`config.mk`:
```
export PLATFORM = sky130hd
export DESIGN_NAME = hazard_ctrl
export DESIGN_NICKNAME = d
export VERILOG_FILES = /design/src/rtl/pipeline_pkg.sv /design/src/rtl/hazard_fwd_sel.sv /design/src/rtl/hazard_ctrl.sv
export SDC_FILE = /design/constraint.sdc
export NUM_CORES = 1
export LEC_CHECK = 0
export CORE_MARGIN = 5
export CORE_UTILIZATION = 50
export CTS_BUF_LIST = sky130_fd_sc_hd__clkbuf_8
export DETAILED_ROUTE_END_ITERATION = 16
export PLACE_DENSITY = 0.84
export SLEW_MARGIN = 20
export SYNTH_ARGS = -nofsm -noshare
export SYNTH_HDL_FRONTEND = slang
export SYNTH_SLANG_ARGS = --single-unit
```
`constraint.sdc`:
```
create_clock -name i_clk -period 3.95 [get_ports i_clk]
set_clock_uncertainty 0.1 [all_clocks]
set_input_delay 0.79 -clock i_clk [delete_from_list [all_inputs] [get_ports i_clk]]
set_output_delay 0.79 -clock i_clk [all_outputs]
set_load 0.01 [all_outputs]
```
`src/rtl/pipeline_pkg.sv`:
```
// Shared pipeline definitions: forwarding select codes, result-source
// encodings and the hazard controller's state type.
package pipeline_pkg;

  typedef enum logic [1:0] {
    FWD_RF  = 2'b00,
    FWD_WB  = 2'b01,
    FWD_MEM = 2'b10
  } fwd_sel_e;

  localparam logic [1:0] RESULT_SRC_LOAD = 2'b01;

  typedef enum logic [1:0] {
    RUN,
    MEM_WAIT,
    FAULT
  } hz_state_e;

endpackage

```
`src/rtl/hazard_fwd_sel.sv`:
```
// Single-operand EX forwarding select. MEM beats WB; x0 never forwards.
module hazard_fwd_sel
  import pipeline_pkg::*;
#(
  parameter int ADDR_W = 5
) (
  input  logic [ADDR_W-1:0] i_rs_EX,
  input  logic [ADDR_W-1:0] i_rd_MEM,
  input  logic [ADDR_W-1:0] i_rd_WB,
  input  logic              i_reg_write_MEM,
  input  logic              i_reg_write_WB,
  output logic [1:0]        o_sel
);

  // Priority select: youngest producer (MEM) wins over WB.
  always_comb begin
    // NOTE: a default assigned first keeps every path driven, so no latch is inferred.
    o_sel = FWD_RF;
    if (i_reg_write_MEM && (i_rd_MEM != '0) && (i_rd_MEM == i_rs_EX)) begin
      o_sel = FWD_MEM;
    end else if (i_reg_write_WB && (i_rd_WB != '0) && (i_rd_WB == i_rs_EX)) begin
      o_sel = FWD_WB;
    end
  end

endmodule

```
`src/rtl/hazard_ctrl.sv`:
```
// Five-stage pipeline hazard controller: forwarding selects, stall/flush
// controls, and the data-memory wait/timeout state machine.
// Build option HAZARD_FWD_EN: when defined, EX operands are forwarded and only
// load-use hazards stall; when undefined, forwarding is off and any RAW
// dependency on EX or MEM stalls instead.
module hazard_ctrl
  import pipeline_pkg::*;
#(
  parameter int ADDR_W      = 5,
  parameter int MEM_TIMEOUT = 255
) (
  input  logic              i_clk,
  input  logic              i_rst,
  input  logic [ADDR_W-1:0] i_rs1_ID,
  input  logic [ADDR_W-1:0] i_rs2_ID,
  input  logic [ADDR_W-1:0] i_rs1_EX,
  input  logic [ADDR_W-1:0] i_rs2_EX,
  input  logic [ADDR_W-1:0] i_rd_EX,
  input  logic [ADDR_W-1:0] i_rd_MEM,
  input  logic [ADDR_W-1:0] i_rd_WB,
  input  logic              i_reg_write_EX,
  input  logic              i_reg_write_MEM,
  input  logic              i_reg_write_WB,
  input  logic [1:0]        i_result_src_EX,
  input  logic              i_pc_src_EX,
  input  logic              i_mem_req_MEM,
  input  logic              i_mem_ready,
  output logic [1:0]        o_fwd_a_EX,
  output logic [1:0]        o_fwd_b_EX,
  output logic              o_stall_IF,
  output logic              o_stall_ID,
  output logic              o_stall_EX,
  output logic              o_stall_MEM,
  output logic              o_flush_ID,
  output logic              o_flush_EX,
  output logic              o_flush_WB,
  output logic              o_mem_timeout,
  output logic [15:0]       o_stall_cycles
);

  localparam logic [15:0] TIMEOUT_LAST = 16'(MEM_TIMEOUT - 1);

  hz_state_e   state_q, state_d;
  logic [15:0] wait_cnt_q, wait_cnt_d;
  logic [15:0] stall_cycles_q, stall_cycles_d;
  logic        mem_stall;
  logic        data_hazard;

  assign mem_stall = i_mem_req_MEM & ~i_mem_ready;

`ifdef HAZARD_FWD_EN
  hazard_fwd_sel #(.ADDR_W(ADDR_W)) u_fwd_a (
    .i_rs_EX         (i_rs1_EX),
    .i_rd_MEM        (i_rd_MEM),
    .i_rd_WB         (i_rd_WB),
    .i_reg_write_MEM (i_reg_write_MEM),
    .i_reg_write_WB  (i_reg_write_WB),
    .o_sel           (o_fwd_a_EX)
  );

  hazard_fwd_sel #(.ADDR_W(ADDR_W)) u_fwd_b (
    .i_rs_EX         (i_rs2_EX),
    .i_rd_MEM        (i_rd_MEM),
    .i_rd_WB         (i_rd_WB),
    .i_reg_write_MEM (i_reg_write_MEM),
    .i_reg_write_WB  (i_reg_write_WB),
    .o_sel           (o_fwd_b_EX)
  );

  // With forwarding, only a load in EX feeding the ID instruction must wait.
  assign data_hazard = (i_result_src_EX == RESULT_SRC_LOAD) && (i_rd_EX != '0) &&
                       ((i_rd_EX == i_rs1_ID) || (i_rd_EX == i_rs2_ID));

  // EX write enable only matters for the non-forwarding hazard check.
  logic unused_ok;
  assign unused_ok = i_reg_write_EX;
`else
  logic rs1_raw, rs2_raw;

  assign o_fwd_a_EX = FWD_RF;
  assign o_fwd_b_EX = FWD_RF;

  // Register file is write-through, so only EX and MEM producers block ID.
  assign rs1_raw = (i_rs1_ID != '0) &&
                   ((i_reg_write_EX && (i_rd_EX == i_rs1_ID)) ||
                    (i_reg_write_MEM && (i_rd_MEM == i_rs1_ID)));
  assign rs2_raw = (i_rs2_ID != '0) &&
                   ((i_reg_write_EX && (i_rd_EX == i_rs2_ID)) ||
                    (i_reg_write_MEM && (i_rd_MEM == i_rs2_ID)));
  assign data_hazard = rs1_raw | rs2_raw;

  // EX sources, WB producer and result source only feed the forwarding path.
  logic unused_ok;
  assign unused_ok = ^{i_rs1_EX, i_rs2_EX, i_rd_WB, i_reg_write_WB, i_result_src_EX};
`endif

  // Next state plus stall/flush outputs; memory wait beats branch beats data hazard.
  always_comb begin
    state_d     = state_q;
    o_stall_IF  = 1'b0;
    o_stall_ID  = 1'b0;
    o_stall_EX  = 1'b0;
    o_stall_MEM = 1'b0;
    o_flush_ID  = 1'b0;
    o_flush_EX  = 1'b0;
    o_flush_WB  = 1'b0;

    case (state_q)
      // A one-cycle budget faults on the very first stalled edge.
      RUN:      if (mem_stall) state_d = (MEM_TIMEOUT == 1) ? FAULT : MEM_WAIT;
      MEM_WAIT: if (!mem_stall) state_d = RUN;
                else if (wait_cnt_q >= TIMEOUT_LAST) state_d = FAULT;
      FAULT:    state_d = FAULT;
      default:  state_d = RUN;
    endcase

    if (state_q == FAULT) begin
      o_stall_IF  = 1'b1;
      o_stall_ID  = 1'b1;
      o_stall_EX  = 1'b1;
      o_stall_MEM = 1'b1;
    end else if (mem_stall) begin
      o_stall_IF  = 1'b1;
      o_stall_ID  = 1'b1;
      o_stall_EX  = 1'b1;
      o_stall_MEM = 1'b1;
      o_flush_WB  = 1'b1;
    end else if (i_pc_src_EX) begin
      // The ID instruction is wrong-path, so a coincident load-use is moot.
      o_flush_ID = 1'b1;
      o_flush_EX = 1'b1;
    end else if (data_hazard) begin
      o_stall_IF = 1'b1;
      o_stall_ID = 1'b1;
      o_flush_EX = 1'b1;
    end
  end

  // Saturating counters: consecutive memory-wait cycles and total front-end stalls.
  always_comb begin
    wait_cnt_d     = '0;
    stall_cycles_d = stall_cycles_q;
    if (mem_stall) begin
      wait_cnt_d = (wait_cnt_q == 16'hFFFF) ? wait_cnt_q : wait_cnt_q + 16'd1;
    end
    if (o_stall_IF && (stall_cycles_q != 16'hFFFF)) begin
      stall_cycles_d = stall_cycles_q + 16'd1;
    end
  end

  // State and counter registers; reset returns to RUN immediately.
  always_ff @(posedge i_clk or posedge i_rst) begin
    // NOTE: non-blocking assignments so every register samples pre-edge values.
    if (i_rst) begin
      state_q        <= RUN;
      wait_cnt_q     <= '0;
      stall_cycles_q <= '0;
    end else begin
      state_q        <= state_d;
      wait_cnt_q     <= wait_cnt_d;
      stall_cycles_q <= stall_cycles_d;
    end
  end

  assign o_mem_timeout  = (state_q == FAULT);
  assign o_stall_cycles = stall_cycles_q;

endmodule
```
Yosys cells after proc, flatten, opt, wreduce, memory -nomap -nowiden
Index checks and enable logic that the tools add are counted.
{"block": "totals", "reg_bits": 34, "inputBits": 45, "out_inout_bits": 28, "elab_cells": 52}
{"block": "classes", "add_sub_neg": 2, "n_lt_le_gt_ge": 1, "n_eq_ne": 11, "muxes": 19, "bitwise_logic": 3, "reduce_logical": 13}
{"op": "$add A16 B1 Y16 const B", "count": 2}
{"op": "$mux W16", "count": 2}
{"op": "$eq A5 B5 Y1", "count": 4}
{"op": "$eq A16 B16 Y1 const B", "count": 1}
{"op": "$ge A16 B8 Y1 const B", "count": 1}
{"op": "$ne A16 B16 Y1 const B", "count": 1}
{"op": "$mux W1", "count": 13}
{"op": "$reduce_bool A5 Y1", "count": 2}
{"op": "$logic_and A1 B1 Y1", "count": 7}
{"op": "$mux W2", "count": 3}
{"op": "$pmux W2 S3", "count": 1}
{"op": "$ne A2 B2 Y1 const B", "count": 2}
{"op": "$ne A3 B3 Y1 const B", "count": 1}
{"op": "$eq A2 B1 Y1 const B", "count": 1}
{"op": "$eq A2 B2 Y1 const B", "count": 1}
{"op": "$logic_not A2 Y1", "count": 1}
{"op": "$logic_or A1 B1 Y1", "count": 2}
{"op": "$reduce_and A2 Y1", "count": 1}
{"op": "$and A1 B1 Y1", "count": 1}
{"op": "$not A1 Y1", "count": 1}
{"op": "$or A1 B1 Y1", "count": 1}

Depth between registers and ports, before layout
{"block": "depth", "ltp_word": 10, "ltp_mapped": 9, "depth_no_buf": 8}

Least setup slack after synthesis
Ideal clock, no wire load.
{"block": "synth_path", "path_type": "input -> output", "from": "input i_rs2_ID[1]", "to": "output o_stall_IF", "t_arrival_ns": 2.318, "t_required_ns": 3.060, "path_slack_ns": 0.742, "stages": 8, "n_path_buf": 2, "cell_sequence": "or4_1 > nor2_2 > nor4_1 > o41ai_2 > and2_1 > buf_4 > inv_2 > buf_4"}
{"block": "synth_between", "elab_chain_cells": 9, "word_cells_on_any_way": 12, "classes_between": "eq/ne (2); mux (4); bitwise (1); reduce/logical (5)"}
{"item": "from (decl)", "line_no": "hazard_ctrl.sv:15", "text": "input logic [ADDR_W-1:0] i_rs2_ID,"}
{"item": "$eq A5 B5 Y1, on equally long branches", "line_no": "hazard_ctrl.sv:88, hazard_ctrl.sv:89"}
{"item": "$logic_and A1 B1 Y1, on equally long branches", "line_no": "hazard_ctrl.sv:88, hazard_ctrl.sv:89"}
{"item": "$logic_or A1 B1 Y1", "line_no": "hazard_ctrl.sv:88", "text": "((i_reg_write_EX && (i_rd_EX == i_rs2_ID)) ||"}
{"item": "$logic_and A1 B1 Y1 *", "line_no": "hazard_ctrl.sv:87", "text": "assign rs2_raw = (i_rs2_ID != '0) &&"}
{"item": "$or A1 B1 Y1 *", "line_no": "hazard_ctrl.sv:90", "text": "assign data_hazard = rs1_raw | rs2_raw;"}
{"item": "$mux W1 * (4 in series)"}
{"item": "to (decl)", "line_no": "hazard_ctrl.sv:30", "text": "output logic o_stall_IF,"}
Every way passes the cells marked *; elsewhere a longest branch is shown, timed or not.

Worst setup path after layout
{"block": "layout_path", "from": "input i_rs1_ID[1]", "to": "output o_stall_ID"}
{"block": "layout_between", "elab_chain_cells": 9, "word_cells_on_any_way": 12, "classes_between": "eq/ne (2); mux (4); bitwise (1); reduce/logical (5)"}
{"item": "from (decl)", "line_no": "hazard_ctrl.sv:14", "text": "input logic [ADDR_W-1:0] i_rs1_ID,"}
{"item": "$eq A5 B5 Y1, on equally long branches", "line_no": "hazard_ctrl.sv:85, hazard_ctrl.sv:86"}
{"item": "$logic_and A1 B1 Y1, on equally long branches", "line_no": "hazard_ctrl.sv:85, hazard_ctrl.sv:86"}
{"item": "$logic_or A1 B1 Y1", "line_no": "hazard_ctrl.sv:85", "text": "((i_reg_write_EX && (i_rd_EX == i_rs1_ID)) ||"}
{"item": "$logic_and A1 B1 Y1 *", "line_no": "hazard_ctrl.sv:84", "text": "assign rs1_raw = (i_rs1_ID != '0) &&"}
{"item": "$or A1 B1 Y1 *", "line_no": "hazard_ctrl.sv:90"}
{"item": "$mux W1 *", "line_no": "hazard_ctrl.sv:132", "text": "end else if (data_hazard) begin"}
{"item": "$mux W1 *", "line_no": "hazard_ctrl.sv:128", "text": "end else if (i_pc_src_EX) begin"}
{"item": "$mux W1 *", "line_no": "hazard_ctrl.sv:122", "text": "end else if (mem_stall) begin"}
{"item": "$mux W1 *", "line_no": "hazard_ctrl.sv:117", "text": "if (state_q == FAULT) begin"}
{"item": "to (decl)", "line_no": "hazard_ctrl.sv:31", "text": "output logic o_stall_ID,"}
Marked as above.

==> reports/metrics.cfg <==
[route]
met2_length_um=2420
drt_iter0_markers=154
firstDrtPassIters=4
ant_nets=0
wl_met3_um=273
via_count=1769
drc=0
post_drt_via_cell_ratio=5.44
wl_um=4900
top_layer=met4
wl_met1_um=2140
wire_per_inst_um=15.1

[floorplanning]
dieWidth_um=73.7
die_h_um=73.7
die-area_sq_um=5430
io_pins=73
coreArea_sq_um=3970
initial_utilization_pct=51.1
rows=23

[final_layout]
num_antenna_cells=0
areaGrowthSynthToFinish_pct=35.0
regArea_sq_um=851
layout-drive-gt1-share_pct=10.5
n_fill_cell=323
fin_area_sq_um=2740
fin_util_pct=68.9
multi_input_area_sq_um=1100
fin_cells=325
final_nets=322

[pwr]
leakage_nw=1.18
irDropWorstVdd_mv=0.251
power_density_nw_per_um2=377
totalPowerFinal_mw=1.03

[synthesis]
synth.distinct_cells=36
ys_seq_area_share_pct=41.9
async_reset_ff_share_pct=100
ys_ff_latch=34
netlist_instances=210
synth_edf_count=0
syn_area_per_cell_sq_um=9.66
ys_warn_count=0
netlist_area_sq_um=2030
dominantRegCellSynth=dfrtp_1

[grt]
grt_pass1_wl_um=8010
gr-total-overflow=0
antenna_found_initial=0
grt_max_degree=35
grt_pass1_vias=1690
grt_use_total_pct=19.3

[sta]
hold_ws_ns=0.370
fin_tns_setup_ns=0
slew_viol_final=0
hold_violations=0
worst-slew-pin-transition_ns=0.538
setup_ws_ns=0.112
max_freq_mhz=261
finalSetupViolations=0
rsz0062_at_grt=false
relSlewSlack_pct=63.8
layout_worst_path_cycle_share_pct=97.2
period_minus_slack_ns=3.84

[place]
place_area_sq_um=2630
gp_congestion=0.841
hpwlAfterDp_um=3670
pre_cts_ws_ns=-0.0271
port_buffers=50
place_inst=316

[critical_path]
slowest_delay_ns=0.56
required_ns=3.06
worstSetupPathType=primary input to output pin
worstSetupStartpointType=primary input
timing.rr.start=wait_cnt_q[0]
r2r_setup_slack_ns=1.58
r2r_cells=8
worstSetupEndpointType=output pin
cp_data_arrival_time_ns=2.95
slowest_stage=or4_1
crit_chain=clkdlybuf4s50_1 -> or4_1 -> nor2_2 -> nor4_1 -> o41ai_2 -> and2_4 -> inv_2 -> dlygate4sd2_1
regToRegEndpoint=wait_cnt_q[15]
crit_fanout=3
crit_start=i_rs1_ID[1]

[cts]
cts-root-buf=clkbuf_8
hold_buffers=0
cts_sinks=34
cts_buffers=5
clkTransAtPathRegs_ns=0.07
h-tree-depth=2
clockBufferDepth=2
cts_tree=yes
insertion_delay_ns=0.29

[run_status]
status=finished clean

[flow_run]
cap_violations=0

[min_path]
hold_end=state_q[0]
min_from=state_q[1]
hold_path_class=register to register
holdPathStages=1

[logic make-up after synthesis]
group | share of synthesized area, %
simple gates | 25.7
xor+xnor | 19.0
flops | 41.9
buf+inv | 4.63
compound gates | 4.69
fa+ha+maj | 1.85
mux | 2.04
other cells | 0.185
[cells in the mapped netlist, drive strengths merged (3+ instances only)]
library cell,instances,area [sq um]
nand4,10,62.6
inv,9,33.8
nand2b,3,18.8
and3,10,62.6
and4bb,3,37.5
a21oi,4,20.0
nand2,10,40.0
ha,3,37.5
nor4,9,56.3
nor2,21,81.3
buf,7,52.6
nand3,14,70.1
xnor2,22,193
dfrtp,34,851
xor2,22,193
mux2,3,41.3
nor3,5,25.0
[cell usage in the layout (no fill, tap or decap), drive strengths merged]
master / count
nand4: 10
clkinvlp: 1
or3: 2
a211oi: 1
xor2: 22
mux2: 3
conb: 4
dfrtp: 34
and4bb: 3
clkdlybuf4s50: 48
nand2: 10
a31oi: 2
nor2: 21
and3: 10
nor3b: 2
or4: 2
o21a: 1
o41ai: 1
a21oi: 4
o21ai: 1
buf: 13
nor3: 5
clkinv: 1
o31ai: 1
o21ba: 1
and2: 1
o2111ai: 1
nand2b: 3
ha: 3
xnor2: 22
inv: 9
clkbuf: 6
nand3: 14
nor4: 9
and4: 2
dlygate4sd2: 2
[power breakdown]
group / leakage (nW) / internal (mW) / switching (mW)
Clock: 0.0472 / 0.140 / 0.130
Sequential: 0.458 / 0.388 / 0.0453
Combinational: 0.677 / 0.184 / 0.143
[critical path: cells and delay by family]
kind / cells / cell delay (ns)
simple gates: 4 / 1.01
buf+inv: 3 / 0.75
compound gates: 1 / 0.39
[timing repair]
item,4_1_cts,5_1_grt
resized for setup,4,0
setup buffers,1,0
endpoints found under the setup margin,2,0
[metal layers]
layer,GRT usage [%],vias up
li1,-,854
met1,24.6,863
met2,32.1,43
met3,4.38,9
met4,6.24,0
met5,0,-
[registers in the layout, summed over array words and instances, names as in the netlist]
register and flops:
wait_cnt_q 16, o_stall_cycles 16, state_q 2
[final cells by class]
cell class	instances	share of cell area, %
Multi-Input combinational cell	161	40.2
Sequential cell	34	31.1
Timing Repair Buffer	63	21.8
Clock buffer	6	3.02
Tap cell	50	2.29
Inverter	9	1.23
Clock inverter	2	0.457
[worst max-delay path by stage]
| stage | to | depth (start not counted) |
|---|---|---|
| 2_1_floorplan | o_stall_IF | 8 |
| 3_3_place_gp | o_stall_ID | 8 |
| 3_5_place_dp | o_stall_ID | 8 |
| 4_1_cts | o_flush_EX | 7 |
| 5_1_grt | o_stall_ID | 8 |
| 6_report | o_stall_ID | 8 |
Power figures use the tool's default switching activity.
